==> src/rtl/layer_y_rx_15_16.sv <==
// layer_y_rx_15_16: receiving end of a layer's y sample stream.
// Collects LEN signed samples into a frame buffer and then holds the frame
// until the consumer releases it. While collecting, it tracks the running
// signed maximum and its index. The buffer can be read at any time through
// a registered read port.
//
// Handshake: a sample transfers on a rising edge where s_valid_y=1 and
// s_ready_y=1. s_ready_y depends only on the FSM state, never on s_valid_y.
// The upstream block keeps its sample stable while it is not accepted.
//
// The consumer's release input is named frame_release because "release" is a
// reserved word in SystemVerilog. state_dbg exposes the FSM state for checkers
// (0 = FILL, 1 = HOLD).
module layer_y_rx_15_16 #(
  parameter int WIDTH = 16,
  parameter int LEN   = 15,
  parameter int ADDR  = 4
) (
  input  logic                    clk,
  input  logic                    reset,
  input  logic signed [WIDTH-1:0] s_data_in_y,
  input  logic                    s_valid_y,
  output logic                    s_ready_y,
  input  logic        [ADDR-1:0]  rd_addr,
  output logic signed [WIDTH-1:0] rd_data,
  output logic                    frame_valid,
  output logic                    frame_done,
  output logic signed [WIDTH-1:0] max_val,
  output logic        [ADDR-1:0]  max_idx,
  input  logic                    frame_release,
  output logic                    state_dbg
);

  typedef enum logic {
    FILL = 1'b0,
    HOLD = 1'b1
  } state_e;

  localparam int DEPTH = 1 << ADDR;
  localparam logic [ADDR-1:0] LAST_IDX = ADDR'(LEN - 1);
  localparam logic [ADDR:0]   LEN_EXT  = (ADDR + 1)'(LEN);

  state_e state_q, state_d;
  logic [ADDR-1:0] idx_q;
  logic signed [WIDTH-1:0] buf_mem [0:DEPTH-1];
  logic xfer;
  logic last_xfer;

  assign xfer      = s_valid_y & s_ready_y;
  assign last_xfer = xfer & (idx_q == LAST_IDX);
  assign state_dbg = state_q;

  // State register.
  always_ff @(posedge clk or negedge reset) begin
    if (!reset) state_q <= FILL;
    else        state_q <= state_d;
  end

  // Next-state and state-decoded outputs.
  always_comb begin
    state_d     = state_q;
    s_ready_y   = 1'b0;
    frame_valid = 1'b0;
    case (state_q)
      FILL: begin
        s_ready_y = 1'b1;
        if (last_xfer) state_d = HOLD;
      end
      HOLD: begin
        frame_valid = 1'b1;
        if (frame_release) state_d = FILL;
      end
      default: state_d = FILL;
    endcase
  end

  // Write index: advances on each transfer and wraps when the frame completes.
  always_ff @(posedge clk or negedge reset) begin
    if (!reset) begin
      idx_q <= '0;
    end else if (xfer) begin
      if (last_xfer) idx_q <= '0;
      else           idx_q <= idx_q + 1'b1;
    end
  end

  // One-cycle pulse in the first HOLD cycle.
  always_ff @(posedge clk or negedge reset) begin
    if (!reset) frame_done <= 1'b0;
    else        frame_done <= last_xfer;
  end

  // Running maximum: index 0 loads unconditionally, later samples replace
  // only when strictly greater so ties keep the lowest index.
  always_ff @(posedge clk or negedge reset) begin
    if (!reset) begin
      max_val <= '0;
      max_idx <= '0;
    end else if (xfer) begin
      if ((idx_q == '0) || (s_data_in_y > max_val)) begin
        max_val <= s_data_in_y;
        max_idx <= idx_q;
      end
    end
  end

  // Frame buffer storage; deliberately not reset.
  always_ff @(posedge clk) begin
    if (xfer) buf_mem[idx_q] <= s_data_in_y;
  end

  // Registered read port; out-of-frame addresses read as zero. A read of the
  // address being written this cycle returns the previous contents.
  always_ff @(posedge clk or negedge reset) begin
    if (!reset) begin
      rd_data <= '0;
    end else if ({1'b0, rd_addr} < LEN_EXT) begin
      rd_data <= buf_mem[rd_addr];
    end else begin
      rd_data <= '0;
    end
  end

endmodule

==> config.mk <==
export PLATFORM = sky130hd
export DESIGN_NAME = layer_y_rx_15_16
export DESIGN_NICKNAME = d
export VERILOG_FILES = /design/src/rtl/layer_y_rx_15_16.sv
export SDC_FILE = /design/constraint.sdc
export NUM_CORES = 1
export LEC_CHECK = 0
export ABC_CLOCK_PERIOD_IN_PS = 5300
export CAP_MARGIN = 20
export CORE_MARGIN = 4
export CORE_UTILIZATION = 64
export DETAILED_ROUTE_END_ITERATION = 10
export PLACE_DENSITY = 0.94
export SLEW_MARGIN = 20
export SYNTH_ARGS = -nofsm -noshare
export SYNTH_HDL_FRONTEND = slang
export SYNTH_SLANG_ARGS = --single-unit
export TNS_END_PERCENT = 50
==> constraint.sdc <==
create_clock -name clk -period 5.3 [get_ports clk]
set_input_delay 0.53 -clock clk [delete_from_list [all_inputs] [get_ports clk]]
set_output_delay 0.53 -clock clk [all_outputs]
set_load 0.05 [all_outputs]
# ---- Word level (Yosys, flattened, before mapping)
# Memories as Yosys holds them, arrays and structs flattened.
# Cells that the tools add are included.
# Widths: inputs -> output; s select.
dict set report totals {
  mem_bits_rw 256
  ff_bits 42
  mem_count 1
}
# memory words width read_ports rd_clocked_by_memory_dff wr line
set mem_list {}
lappend mem_list {buf_mem 16 16 1 0 1 45} ;# logic signed [WIDTH-1:0] buf_mem [0:DEPTH-1];
dict set report classes {
  order_cmp 2
  add_sub_neg 1
  eq_ne 1
  bitwise_logic 3
  n_mux 9
  reduce_logical 3
}
# cell n
set ops {}
lappend ops {{$gt 16x16->1} 1}
lappend ops {{$mux 16} 1}
lappend ops {{$mux 1} 6}
lappend ops {{$add 4x1->4 const B} 1}
lappend ops {{$eq 4x4->1 const B} 1}
lappend ops {{$logic_not 4->1} 1}
lappend ops {{$lt 4x4->1 const B} 1}
lappend ops {{$mux 4} 1}
lappend ops {{$and 1x1->1} 2}
lappend ops {{$pmux 1 s2} 1}
lappend ops {{$reduce_and 2->1} 1}
lappend ops {{$logic_or 1x1->1} 1}
lappend ops {{$not 1->1} 1}

# ---- Depth between registers and ports, before layout
# Gate-level depths: netlist of run 1.
dict set report logic_depth {
  word_depth 5
  depth_mapped 11
  depth_no_buf 9
}

# ---- Worst setup path after synthesis of run 1
# OpenSTA, ideal clock, no wires.
dict set report synth_path {
  path_kind {register to register}
  startpoint {register state_q, in the netlist state_dbg}
  endpoint {register max_idx[0]}
  period_less_slack_ns 3.005
  path_stages_with_launch 11
  slack_ns 2.295
  arrival_ns 2.880
  path_buffers 2
  required_ns 5.175
  setup_time_ns 0.125
  cell_sequence {dfrtp_1 -> inv_1 -> nand2_1 -> nor3_1 -> nand2_1 -> inv_1 -> nor2_1 -> a311o_1 -> buf_6 -> buf_12 -> mux2_4}
}
dict set report synth_between {
  elab_chain_cells 3
}
# element line
set synth_lines {}
lappend synth_lines {{from (decl)} 43} ;# state_e state_q, state_d;
lappend synth_lines {{from (signal assigned)} 56} ;# else state_q <= state_d;
lappend synth_lines {{$mux 1} 64} ;# case (state_q)
lappend synth_lines {{net s_ready_y} 23} ;# output logic s_ready_y,
lappend synth_lines {{$and 1x1->1} 49} ;# assign xfer = s_valid_y & s_ready_y;
lappend synth_lines {{$reduce_and 2->1 (no line)} -}
lappend synth_lines {{to (signal assigned)} 102} ;# max_idx <= idx_q;
lappend synth_lines {{to (decl)} 29} ;# output logic [ADDR-1:0] max_idx,
# The timed path passes the listed nets, and every way through them passes these cells.
# A chain may end at the register's enable or synchronous reset.

# ---- Worst setup path in the final report of run 1
dict set report layout_path {
  startpoint {input port s_data_in_y[11]}
  endpoint {register max_val[7]}
}
dict set report layout_between {
  elab_chain_cells 3
}
# element line
set layout_lines {}
lappend layout_lines {{from (decl)} 21} ;# input logic signed [WIDTH-1:0] s_data_in_y,
lappend layout_lines {{$gt 16x16->1} 100} ;# if ((idx_q == '0) || (s_data_in_y > max_val)) begin
lappend layout_lines {{$logic_or 1x1->1} 100}
lappend layout_lines {{$reduce_and 2->1 (no line)} -}
lappend layout_lines {{to (signal assigned)} 101} ;# max_val <= s_data_in_y;
lappend layout_lines {{to (decl)} 28} ;# output logic signed [WIDTH-1:0] max_val,
# No other way between the ends.

==> flow_summary.yaml, run 1 <==
floorplanning:
  starting_density_of_the_core_pct: 65.2
  design.core.area_um2: 18000
  die-width_um: 143
  core.rowCount: 49
  die_area_um2: 20600
  die-height_um: 143
  num_io_pins: 64
finish:
  fin_nets: 666
  fin_cells: 873
  most_frequent_cells_in_the_layout: "sky130_fd_sc_hd__edfxtp_1, sky130_fd_sc_hd__mux4_2, sky130_fd_sc_hd__clkdlybuf4s50_1"
  layout-drive-gt1-share_pct: 25.2
  final_area_um2: 13600
  area_delta_synth_final_pct: 15.5
  antennaDiodeCount: 0
  final_common_cell: "sky130_fd_sc_hd__edfxtp_1"
  final_core_utilization_pct: 75.2
yosys:
  yosysUniqueCellTypes: 35
  synth_async_sr_flop_share_pct: 14.1
  ys.warnings.count: 0
  postSynthAreaPerCell_um2: 21.6
  mappedNetlistArea_um2: 11700
  post_synth_main_area_contributors: "sky130_fd_sc_hd__edfxtp_1, sky130_fd_sc_hd__mux4_2, sky130_fd_sc_hd__dfrtp_1"
  synth_top_cell_by_area: "sky130_fd_sc_hd__edfxtp_1"
  post_synth_net_total: 588
  synth_top_area_share_pct: 65.5
  netlist_instances: 544
  synth_flop_cell: "sky130_fd_sc_hd__edfxtp_1"
  synth.yosys.seq_area_share_pct: 74.4
  synth-seq-cells: 298
  synth-edff-count: 256
status:
  run_status: "completed"
critical_path:
  crit_path_top_delay_cell: "sky130_fd_sc_hd__a311o_1"
  setup.worst_path.class: "in2reg"
  crit_arrival_ns: 4.27
  crit_fanout: 18
  critical_path_cell_count: 8
  slowest_delay_ns: 1.03
  worst_ep_required_time_ns: 5.73
  cp.buffers_inverters: 1
  cp-end-kind: "flop"
  critPathMostFrequentCell: "sky130_fd_sc_hd__a311o_1"
  worst_r2r_path_depth: 9
  timing.critical_path.max_delay_family: "compound AO/OA/AOI/OAI gates"
  startpoint_type: "input port"
  critical_path.cell_chain: "clkdlybuf4s50_1, ha_1, a21oi_1, nor2_1, a311o_1, nor3_2, a311o_1, mux2_2"
cts:
  clk_latency_ns: 0.55
  number_of_resized_instances_in_the_post_cts_repair_step: 0
  ctsHoldBuffers: 0
  clkSlewWorstSetupHoldPaths_ns: 0.06
  clock_root_cell: "sky130_fd_sc_hd__clkbuf_16"
  tritoncts_clock_tree: "yes"
  h-tree-depth: 1
  cts_inserted_buffers: 28
  cts_buffer_depth: 3
  clock_sink_count: 298
  postCtsSetupRepairBufs: 0
sta:
  timing.final.max_slew_violations: 0
  timing_worst_slew_pin_value_ns: 1.19
  timing.clock.skew_ns: 0.0199
  max-slew-margin-rel_pct: 20.6
  finalCriticalPeriod_ns: 3.85
  fmax_ghz: 0.260
  fin_crit_sh_pct: 72.6
  timing.setup.tns_ns: 0
  final-hold-violation-count: 0
  setup_slack_ns: 1.45
  grt_setup_unrepaired: "no"
  timing.final.setup_violations: 0
  hold_slack_ns: 0.00171
hold_path:
  min_path_type: "in2async"
global_routing:
  pin_count_of_the_biggest_net_entering_global_routing: 56
  via_count_of_the_first_global_routing_pass: 6335
  residual_overflow_from_global_routing: 0
  grt_antenna_before_repair: 0
  global_route_wire_length_before_repair_um: 41900
  grtUsageTotal_pct: 28.6
route:
  drt_iter0_markers: 927
  antenna_left: 0
  first_pass_iters: 5
  post_drt_via_cell_ratio: 7.01
  wl_per_cell_um: 32.1
  vias: 6116
  drcViolationCount: 0
  wl_um: 28100
power_and_ir_drop:
  power.share.sequential_pct: 46.0
  pwr_density_cell_nw_per_um2: 482
  sw_frac_of_total_pct: 29.3
  post-layout-total-power_mw: 6.53
  p_switching_mw: 1.92
  p_comb_share_pct: 22.1
  share_clk_of_total_power_pct: 31.9
  p_leak_nw: 4.66
  internal_power_mw: 4.61
  power.ir.vdd_worst_mv: 0.458
place:
  place.gp.congestion: 0.913
  placed_area_um2: 12600
  placement.io_buffers: 63
  hpwl_um: 14800
  post-place-ws_ns: 1.07
  numPlacedInstances: 820
flow_run:
  max_cap_violations: 0
## cell families (layout without fill, tap and decap cells)
| logic type | Yosys count | after routing | share of synthesized area [%] |
|---|---|---|---|
| fa+ha+maj | 20 | 20 | 2.13 |
| simple gates | 64 | 64 | 3.16 |
| flops | 298 | 298 | 74.4 |
| compound gates | 18 | 18 | 0.959 |
| xor+xnor | 1 | 1 | 0.0746 |
| buf+inv | 43 | 143 | 1.68 |
| mux | 100 | 100 | 17.6 |
## cell type report
class | count | area [µm²]
multi-input combinational | 203 | 2820
clock buffer | 36 | 772
fill | 927 | 4460
inverter | 21 | 78.8
tap | 229 | 287
sequential | 298 | 8740
clock inverter | 16 | 184
timing repair buffer | 70 | 684
## power groups by stage
stage,clock [mW],combinational (mW),sequential [mW]
detailed placement,0,1.39,3.03
CTS,2.08,1.43,3.00
floorplan,0,0.616,3.32
global placement,0,1.34,3.00
global route,2.20,1.51,3.02
finish,2.09,1.44,3.00
## per-layer routing
layer / vias to the layer above / GRT usage [%] / routed length [µm]
met5: - / 0 / 0
met4: 0 / 11.5 / 1170
met3: 86 / 4.56 / 2940
met2: 527 / 44.6 / 13800
met1: 3135 / 41.7 / 10200
li1: 2368 / - / -
## flip-flops by register name, summed over array words and instances, names as in the netlist
signal      flops
state_dbg       1
buf_mem       256
frame_done      1
rd_data        16
max_idx         4
idx_q           4
max_val        16
## worst reg2reg max path, cell delays in order (launching register included)
cell	delay, ns
sky130_fd_sc_hd__dfrtp_1	0.42
sky130_fd_sc_hd__inv_1	0.08
sky130_fd_sc_hd__ha_1	0.37
sky130_fd_sc_hd__nand4_1	0.17
sky130_fd_sc_hd__or2_1	0.30
sky130_fd_sc_hd__a211oi_1	0.29
sky130_fd_sc_hd__nor3_2	0.12
sky130_fd_sc_hd__nor3_1	0.15
sky130_fd_sc_hd__a311o_1	0.95
sky130_fd_sc_hd__mux2_2	0.45
## worst paths after layout
| path | from | endpoint | slack, ns |
|---|---|---|---|
| worst max-delay path | s_data_in_y[11] | max_val[7]$_DFFE_PN0P_ | 1.45 |
| worst min-delay path | reset | rd_data[3]$_DFF_PN0_ | 0.002 |
| worst max register to register | max_val[15]$_DFFE_PN0P_ | max_val[7]$_DFFE_PN0P_ | 1.89 |
| worst min register to register | max_idx[1]$_DFFE_PN0P_ | max_idx[1]$_DFFE_PN0P_ | 0.54 |
| max in group asynchronous | reset | frame_done$_DFF_PN0_ | 4.83 |
| min in group clk | frame_release | state_dbg$_DFF_PN0_ | 0.54 |
## cells in the mapped netlist (2+ instances only)
| master | count |
|---|---|
| sky130_fd_sc_hd__edfxtp_1 | 256 |
| sky130_fd_sc_hd__mux4_2 | 80 |
| sky130_fd_sc_hd__dfrtp_1 | 42 |
| sky130_fd_sc_hd__inv_1 | 21 |
| sky130_fd_sc_hd__ha_1 | 20 |
| sky130_fd_sc_hd__nor2b_1 | 20 |
| sky130_fd_sc_hd__and2_1 | 14 |
| sky130_fd_sc_hd__clkbuf_1 | 11 |
| sky130_fd_sc_hd__mux2_2 | 10 |
| sky130_fd_sc_hd__mux2_4 | 10 |
| sky130_fd_sc_hd__buf_2 | 7 |
| sky130_fd_sc_hd__a21oi_1 | 6 |
| sky130_fd_sc_hd__nand2_1 | 6 |
| sky130_fd_sc_hd__nor2_1 | 6 |
| sky130_fd_sc_hd__nand4_1 | 5 |
| sky130_fd_sc_hd__o21ai_0 | 5 |
| sky130_fd_sc_hd__nand3_1 | 4 |
| sky130_fd_sc_hd__nor3_1 | 3 |
| sky130_fd_sc_hd__a311o_1 | 2 |
No activity file was read; power rests on OpenSTA's default activity.
==> inputs of run 2 (changes only) <==
--- a/config.mk
+++ b/config.mk
@@ -5,12 +5,12 @@
 export SDC_FILE = /design/constraint.sdc
 export NUM_CORES = 1
 export LEC_CHECK = 0
-export ABC_CLOCK_PERIOD_IN_PS = 5300
+export ABC_CLOCK_PERIOD_IN_PS = 3900
 export CAP_MARGIN = 20
 export CORE_MARGIN = 4
-export CORE_UTILIZATION = 64
+export CORE_UTILIZATION = 59
 export DETAILED_ROUTE_END_ITERATION = 10
-export PLACE_DENSITY = 0.94
+export PLACE_DENSITY = 0.89
 export SLEW_MARGIN = 20
 export SYNTH_ARGS = -nofsm -noshare
 export SYNTH_HDL_FRONTEND = slang
==> constraint.sdc (replaced) <==
create_clock -name clk -period 3.9 [get_ports clk]
set_input_delay 0.39 -clock clk [delete_from_list [all_inputs] [get_ports clk]]
set_output_delay 0.39 -clock clk [all_outputs]
set_load 0.05 [all_outputs]
==> flow_summary.yaml, run 2 (synthesis gave the netlist of run 1 again) <==
status:
  run_status: "completed"
route:
  antenna_left: 0
  wl_um: 27800
  first_pass_iters: 5
  post_drt_via_cell_ratio: 6.46
  wl_per_cell_um: 29.5
  drcViolationCount: 0
  drt_iter0_markers: 710
  vias: 6090
critical_path:
  cp.buffers_inverters: 2
  slowest_delay_ns: 0.89
  crit_fanout: 18
  setup.worst_path.class: "in2reg"
  critical_path.cell_chain: "clkdlybuf4s50_1, ha_1, a21oi_1, a211oi_1, nor3_2, nor3_1, a311o_1, buf_4, mux2_4"
  timing.critical_path.max_delay_family: "buffers and inverters"
  crit_arrival_ns: 3.23
  worst_ep_required_time_ns: 4.33
  crit_path_top_delay_cell: "sky130_fd_sc_hd__clkdlybuf4s50_1"
  startpoint_type: "input port"
  cp-end-kind: "flop"
finish:
  top_register: "buf_mem"
  most_frequent_cells_in_the_layout: "sky130_fd_sc_hd__edfxtp_1, sky130_fd_sc_hd__mux4_2, sky130_fd_sc_hd__clkdlybuf4s50_1"
  layout_top_registers: "buf_mem x256, max_val x16, rd_data x16"
  layout-drive-gt1-share_pct: 27.3
  final_core_utilization_pct: 71.1
  fin_nets: 699
  final_common_cell: "sky130_fd_sc_hd__edfxtp_1"
  antennaDiodeCount: 0
  largest_register_ffs: 256
  area_delta_synth_final_pct: 18.3
floorplanning:
  design.core.area_um2: 19500
  core.rowCount: 51
  die-width_um: 149
  die-height_um: 149
  die_area_um2: 22200
  starting_density_of_the_core_pct: 60.1
  num_io_pins: 64
power_and_ir_drop:
  p_comb_share_pct: 22.4
  share_clk_of_total_power_pct: 32.5
  sw_frac_of_total_pct: 29.1
  p_leak_nw: 4.84
  pwr_density_cell_nw_per_um2: 650
  p_switching_mw: 2.63
  power.share.sequential_pct: 45.0
  internal_power_mw: 6.39
  power.ir.vdd_worst_mv: 0.760
sta:
  final-hold-violation-count: 0
  finalCriticalPeriod_ns: 2.80
  fmax_ghz: 0.357
  grt_setup_unrepaired: "no"
  timing.clock.skew_ns: 0.0253
  timing_worst_slew_pin_value_ns: 0.881
  fin_crit_sh_pct: 71.8
  timing.final.max_slew_violations: 0
  timing.final.setup_violations: 0
  timing.setup.tns_ns: 0
  max-slew-margin-rel_pct: 41.3
cts:
  cts_inserted_buffers: 29
  clk_latency_ns: 0.56
  h-tree-depth: 1
  clock_root_cell: "sky130_fd_sc_hd__clkbuf_16"
  cts_buffer_depth: 3
  postCtsSetupRepairBufs: 0
  tritoncts_clock_tree: "yes"
  number_of_resized_instances_in_the_post_cts_repair_step: 0
  clkSlewWorstSetupHoldPaths_ns: 0.06
  clock_sink_count: 298
place:
  place.gp.congestion: 0.788
  hpwl_um: 15300
  placement.io_buffers: 63
global_routing:
  pin_count_of_the_biggest_net_entering_global_routing: 43
  grt_antenna_before_repair: 0
  via_count_of_the_first_global_routing_pass: 6508
  residual_overflow_from_global_routing: 0
  global_route_wire_length_before_repair_um: 42500
  grtUsageTotal_pct: 26.4
hold_path:
  min_path_type: "in2reg"
flow_run:
  max_cap_violations: 0
[run 2: cell count changes in the layout (fill, tap and decap cells not counted), sizes merged]
cell | previous run | this run
clkbuf | 36 | 32
bufinv | 4 | 6
buf | 10 | 41
clkinvlp | 1 | 0
inv | 21 | 23
clkinv | 11 | 14
dlygate4sd3 | 0 | 1
[run 2: cell type report]
class                      count  area [µm²]
fill                        1105        5640
clock buffer                  32         737
clock inverter                22         255
tap                          265         332
multi-input combinational    203        2810
inverter                      21        78.8
sequential                   298        8740
timing repair buffer         102         938
[run 2: path summary, 6_finish.rpt]
path,start,slack (ns),cells after the start,end
worst max-delay path,s_data_in_y[3],1.10,9,max_val[10]$_DFFE_PN0P_
worst min-delay path,frame_release,0.43,2,state_dbg$_DFF_PN0_
worst max register to register,max_val[15]$_DFFE_PN0P_,1.12,10,max_val[15]$_DFFE_PN0P_
worst min register to register,max_idx[1]$_DFFE_PN0P_,0.54,1,max_idx[1]$_DFFE_PN0P_
max in group asynchronous,reset,2.99,3,rd_data[11]$_DFF_PN0_
min in group asynchronous,reset,0.48,3,max_val[1]$_DFFE_PN0P_
[run 2: layer usage]
metal	GRT usage (%)	vias to the layer above	share of wire [%]
li1	-	2426	-
met1	38.5	3148	38
met2	42.4	446	49
met3	4.31	70	9.3
met4	8.01	0	3.2
met5	0	-	0
[run 2: worst reg2reg max path: stages, from the launching register on]
cell and delay, ns:
sky130_fd_sc_hd__dfrtp_1 0.41, sky130_fd_sc_hd__inv_1 0.08, sky130_fd_sc_hd__ha_1 0.34, sky130_fd_sc_hd__nand4_1 0.17, sky130_fd_sc_hd__or2_1 0.32, sky130_fd_sc_hd__a211oi_1 0.31, sky130_fd_sc_hd__nor3_2 0.12, sky130_fd_sc_hd__nor3_1 0.17
sky130_fd_sc_hd__a311o_1 0.18, sky130_fd_sc_hd__buf_4 0.21, sky130_fd_sc_hd__mux2_2 0.37
[run 2: power groups by stage]
stage          clock network (mW)  registers (mW)  logic, mW
6_report                     2.93            4.06       2.02
5_1_grt                      3.13            4.09       2.12
4_1_cts                      2.95            4.06       2.01
3_5_place_dp                    0            4.10       1.96
3_3_place_gp                    0            4.07       1.88
2_1_floorplan                   0            4.51      0.837
[run 2: repair_timing]
item	in CTS	in global routing
hold buffers	1	0
hold endpoints to repair	42	0
endpoints found under the setup margin	0	0
[run 2: stage by stage]
step	power, mW	area, µm²	setup WS (ns)	std cells	hold WS [ns]
after detailed placement	6.06	12900	0.637	888	0.511
after global routing	9.33	13900	0.986	943	0.440
final	9.02	13900	1.10	943	0.431
after floorplan	5.35	11700	0.895	544	0.0944
after CTS	9.02	13900	1.16	943	0.425
after global placement	5.95	12900	0.742	888	0.502
